**src/rtl/id_ex_stage.sv**
```systemverilog
//==========================================================================
// id_ex_stage : ID->EX pipeline register with WB bypass and load-use bubble
// Rev 1.0
//==========================================================================
`default_nettype none

module id_ex_stage #(
   parameter int CTRL_W     = 16,
   parameter int MEM_RD_BIT = 0
) (
   input  logic              clk,
   input  logic              reset,
   input  logic              stall,
   input  logic              flush,
   input  logic              id_valid,
   input  logic [4:0]        id_rs1,
   input  logic [4:0]        id_rs2,
   input  logic [4:0]        id_rd,
   input  logic [31:0]       id_pc,
   input  logic [31:0]       id_imm,
   input  logic [CTRL_W-1:0] id_ctrl,
   output logic [4:0]        rd_reg_1,
   output logic [4:0]        rd_reg_2,
   input  logic [31:0]       rd_data_1,
   input  logic [31:0]       rd_data_2,
   input  logic              wb_wr_en,
   input  logic [4:0]        wb_wr_reg,
   input  logic [31:0]       wb_wr_data,
   output logic              load_use_hazard,
   output logic              ex_valid,
   output logic [4:0]        ex_rs1,
   output logic [4:0]        ex_rs2,
   output logic [4:0]        ex_rd,
   output logic [31:0]       ex_op_a,
   output logic [31:0]       ex_op_b,
   output logic [31:0]       ex_pc,
   output logic [31:0]       ex_imm,
   output logic [CTRL_W-1:0] ex_ctrl
);

   logic              r_valid;
   logic [4:0]        r_rs1;
   logic [4:0]        r_rs2;
   logic [4:0]        r_rd;
   logic [31:0]       r_op_a;
   logic [31:0]       r_op_b;
   logic [31:0]       r_pc;
   logic [31:0]       r_imm;
   logic [CTRL_W-1:0] r_ctrl;

   logic [31:0]       w_op_a;
   logic [31:0]       w_op_b;
   logic              w_hazard;

   assign rd_reg_1 = id_rs1;
   assign rd_reg_2 = id_rs2;

   // The file's write lands on this same edge, so its read data is stale on a match.
   always_comb begin
      w_op_a = rd_data_1;
      if (id_rs1 == 5'd0)
         w_op_a = 32'd0;
      else if (wb_wr_en && (wb_wr_reg == id_rs1))
         w_op_a = wb_wr_data;
   end

   always_comb begin
      w_op_b = rd_data_2;
      if (id_rs2 == 5'd0)
         w_op_b = 32'd0;
      else if (wb_wr_en && (wb_wr_reg == id_rs2))
         w_op_b = wb_wr_data;
   end

   assign w_hazard = r_valid && r_ctrl[MEM_RD_BIT] && (r_rd != 5'd0) && id_valid &&
                     ((r_rd == id_rs1) || (r_rd == id_rs2));

   always_ff @(posedge clk) begin
      if (reset || flush || (!stall && w_hazard)) begin
         r_valid <= 1'b0;
         r_rs1   <= 5'd0;
         r_rs2   <= 5'd0;
         r_rd    <= 5'd0;
         r_op_a  <= 32'd0;
         r_op_b  <= 32'd0;
         r_pc    <= 32'd0;
         r_imm   <= 32'd0;
         r_ctrl  <= '0;
      end else if (!stall) begin
         r_valid <= id_valid;
         r_rs1   <= id_rs1;
         r_rs2   <= id_rs2;
         r_rd    <= id_rd;
         r_op_a  <= w_op_a;
         r_op_b  <= w_op_b;
         r_pc    <= id_pc;
         r_imm   <= id_imm;
         r_ctrl  <= id_ctrl;
      end
   end

   assign load_use_hazard = w_hazard;
   assign ex_valid        = r_valid;
   assign ex_rs1          = r_rs1;
   assign ex_rs2          = r_rs2;
   assign ex_rd           = r_rd;
   assign ex_op_a         = r_op_a;
   assign ex_op_b         = r_op_b;
   assign ex_pc           = r_pc;
   assign ex_imm          = r_imm;
   assign ex_ctrl         = r_ctrl;

endmodule

`default_nettype wire

```
**config.mk**
```make
export PLATFORM = sky130hd
export DESIGN_NAME = id_ex_stage
export DESIGN_NICKNAME = d
export VERILOG_FILES = /design/src/rtl/id_ex_stage.sv
export SDC_FILE = /design/constraint.sdc
export NUM_CORES = 1
export LEC_CHECK = 0
export BUFFER_PORTS_ARGS = -buffer_cell sky130_fd_sc_hd__buf_2
export CAP_MARGIN = 10
export CELL_PAD_IN_SITES_DETAIL_PLACEMENT = 1
export CELL_PAD_IN_SITES_GLOBAL_PLACEMENT = 1
export CORE_MARGIN = 4
export CORE_UTILIZATION = 35
export CTS_CLUSTER_SIZE = 25
export DETAILED_ROUTE_END_ITERATION = 10
export HOLD_SLACK_MARGIN = 0.08
export PLACE_DENSITY_LB_ADDON = 0.15
export SLEW_MARGIN = 25
export SYNTH_ARGS = -nofsm -noshare
export SYNTH_HDL_FRONTEND = slang
export SYNTH_SLANG_ARGS = --single-unit
```
**constraint.sdc**
```tcl
create_clock -name clk -period 3.9 [get_ports clk]
set_clock_uncertainty 0.15 [all_clocks]
set_input_delay 0.39 -clock clk [delete_from_list [all_inputs] [get_ports clk]]
set_output_delay 0.39 -clock clk [all_outputs]
set_load 0.1 [all_outputs]
```
==> results.sh <==
export IMPL_status="completed"
export IMPL_final_seq_area_um2=3200
export IMPL_r2r_setup_slack_ns=1.27
export IMPL_num_io_pins=373
export IMPL_maxSlewViolCount=0
export IMPL_worst_slack_ns=0.994
export IMPL_p_sw_uw=1480
export IMPL_hold_depth=3
export IMPL_clkTransAtPathRegs_ns=0.07
export IMPL_ctsResizeCount=0
export IMPL_synth_edff_count=0
export IMPL_ys_warn_count=0
export IMPL_routedWlPerCell_um=19.6
export IMPL_h_tree_depth=4
export IMPL_drt_iter0_markers=350
export IMPL_root_buffer="clkbuf_16"
export IMPL_grt_start_max_net_pins=257
export IMPL_async_reset_ff_share_pct=0
export IMPL_grt_pass1_wl_um=43200
export IMPL_post_cts_buffers=0
export IMPL_hold_viol=0
export IMPL_cp_end_kind="output pin"
export IMPL_rows=54
export IMPL_routabilityCongestion=0.781
export IMPL_critPathMaxStageDelay_ns=0.57
export IMPL_syn_mean_instance_area_um2=9.06
export IMPL_crit_type="reg2out"
export IMPL_reg2reg_depth=6
export IMPL_numCtsBuffers=17
export IMPL_drive_gt1_share_pct=40.8
export IMPL_routed_wl_um=29000
export IMPL_area_delta_synth_final_pct=31.6
export IMPL_core_um2=22000
export IMPL_grt_use_total_pct=21.9
export IMPL_cts_tree="yes"
export IMPL_ir_worst_vdd_mv=0.269
export IMPL_final_core_util_pct=47.2
export IMPL_via_per_inst=5.08
export IMPL_grt_setup_unrepaired="no"
export IMPL_fmax_mhz=344
export IMPL_setup_tns_ns=0
export IMPL_drv_cap=0
export IMPL_rr_endpoint="ex_ctrl[9]"
export IMPL_p_int_uw=2900
export IMPL_pwr_share_seq_pct=39.2
export IMPL_clk_latency_ns=0.42
export IMPL_min_delay_start="rd_data_2[0]"
export IMPL_drc=0
export IMPL_design_area_um2=10400
export IMPL_cp_cell_sequence="or4_4 -> o2111ai_4 -> nor2_1 -> buf_2"
export IMPL_place_detailed_hpwl_um=20000
export IMPL_synth_top_area_share_pct=40.6
export IMPL_synth_top_cell_by_area="dfxtp_1"
export IMPL_place_ws_ns=0.821
export IMPL_nFillCells=2712
export IMPL_start_util_pct=35.8
export IMPL_worst_slew_pin_transition_ns=0.938
export IMPL_synth_seq_cells=160
export IMPL_synth_distinct_cells=29
export IMPL_synthFlopType="dfxtp_1"
export IMPL_synth_seq_area_share_pct=40.6
export IMPL_setup_worst_path_start_class="flop"
export IMPL_hold_class="in2reg"
export IMPL_fp_dieArea_um2=25000
export IMPL_syn_cell_area_um2=7900
export IMPL_cts_sinks=160
export IMPL_die_w_um=158
export IMPL_power_frac_comb_pct=21.4
export IMPL_syn_num_nets=1073
export IMPL_netlist_instances=871
export IMPL_r2r_start="ex_rd[2]"
export IMPL_power_leakage_uw=0.00425
export IMPL_slew_limit_headroom_pct=37.5
export IMPL_grt_ovfl_total=0
export IMPL_worstPathArrival_ns=2.37
export IMPL_num_vias=7496
export IMPL_drtAntennaViolNets=0
export IMPL_grt_pass1_vias=7617
export IMPL_die_height_um=158
export IMPL_dpl_cell_area_um2=9760
export IMPL_clockPowerShare_pct=39.4
export IMPL_antenna_found_initial=5
export IMPL_ys_top_cells_by_area="dfxtp_1 (41%), o32ai_2 (12%), mux2i_1 (8.1%), nand2_1 (7.6%), nor2b_1 (7.6%)"
export IMPL_fin_crit_ns=2.91
export IMPL_finalSetupViolCount=0
export IMPL_fin_nets=1381
export IMPL_cp_slowest_cell="or4_4"
export IMPL_power_density_nw_per_um2=422
export IMPL_hold_end="ex_op_b[0]"
export IMPL_multi_input_area_um2=4200
export IMPL_firstDrtPassIters=4
export IMPL_clockBufferDepth=2
export IMPL_ctsHoldBuffers=0
export IMPL_cp_required_ns=3.36
export IMPL_power_uw=4380
export IMPL_portBuffers=372
export IMPL_critical_path_peak_fanout=21
export IMPL_fin_crit_sh_pct=74.5
export IMPL_power_share_switching_pct=33.8
[per-layer routing]
metal  vias up  track usage, %  wire [um]
met3        38            7.65       2450
met2       250            37.4      14200
met5         -               0         34
li1       3639               -          -
met1      3563            25.9      11700
met4         6            6.99        546
[cell type report]
type                            count  area share [%]
Clock buffer                       19            4.26
Antenna cell                        3          0.0723
Multi-Input combinational cell    614            40.4
Tap cell                          280            3.37
Sequential cell                   160            30.8
Timing Repair Buffer              386            19.6
Clock inverter                     13            1.47
[synthesized netlist by cell type (3+ instances only)]
cell	number
o21ai_0	89
nor2_1	3
buf_6	11
o21ai_1	7
a21oi_1	96
clkbuf_1	58
o32ai_1	4
mux2i_1	64
nand2_1	160
xor2_1	18
buf_2	16
o32ai_2	57
dfxtp_1	160
o32ai_4	3
nor2b_1	96
buf_4	10
[flip-flops by register name, indices dropped and copies added (netlist names)]
name and count:
ex_rs2 5, ex_rs1 5, ex_valid 1, ex_imm 32, ex_rd 5, ex_op_b 32
ex_pc 32, ex_ctrl 16, ex_op_a 32
[placed cells by master (no fill, tap or decap)]
cell          n
buf_2       371
nand2_1     160
dfxtp_1     160
nor2b_1      96
a21oi_1      96
o21ai_0      89
mux2i_1      64
o32ai_2      57
xor2_1       18
clkbuf_16    17
buf_4        10
o21ai_1       7
o32ai_1       4
clkinvlp_4    4
diode_2       3
nor2_1        3
o32ai_4       3
inv_6         3
buf_12        3
nor3_1        2
or4_1         2
o22ai_4       2
nor4_1        2
xnor2_1       2
and3_2        2
clkbuf_8      2
bufinv_16     2
inv_8         2
a22oi_2       1
or4_4         1
o2111ai_4     1
or3_4         1
or2_4         1
clkbuf_1      1
clkinv_4      1
clkinv_2      1
buf_16        1
[power by group through the flow]
stage,Sequential [uW],Combinational (uW),Clock [uW]
2_1_floorplan,2140,313,0
3_3_place_gp,1750,931,0
3_5_place_dp,1750,938,0
4_1_cts,1720,942,1780
5_1_grt,1720,987,1860
6_report,1720,937,1730
[worst max-delay path by stage]
stage | cells past startpoint | end | start | slack (ns)
4_1_cts | 4 | load_use_hazard | ex_rd[1] | 0.94
2_1_floorplan | 6 | load_use_hazard | ex_rd[4] | 0.17
5_1_grt | 4 | load_use_hazard | ex_rd[0] | 0.84
3_5_place_dp | 7 | ex_op_a[13] | id_rs1[0] | 0.82
6_report | 4 | load_use_hazard | ex_rd[1] | 0.99
3_3_place_gp | 7 | ex_op_a[13] | id_rs1[3] | 0.81
[logic make-up after synthesis]
kind of cell	Yosys count	share of synthesized area [%]
compound gates	260	26.4
xor+xnor	20	2.22
buf+inv	97	6.40
flops	160	40.6
mux	64	8.11
simple gates	270	16.3
[stage by stage]
step	cells	hold WS (ns)
final	1475	0.169
after global routing	1474	0.169
after CTS	1471	0.143
after detailed placement	1439	0.300
after global placement	1439	0.295
after floorplan	871	0.478
[worst max-delay path: cells and delay by family, from the launching register on]
| kind | cells | cell delay (ns) |
|---|---|---|
| simple gates | 2 | 0.67 |
| flops | 1 | 0.39 |
| buf+inv | 1 | 0.34 |
| compound gates | 1 | 0.55 |
Note: power is estimated with default switching activity, not from simulation.
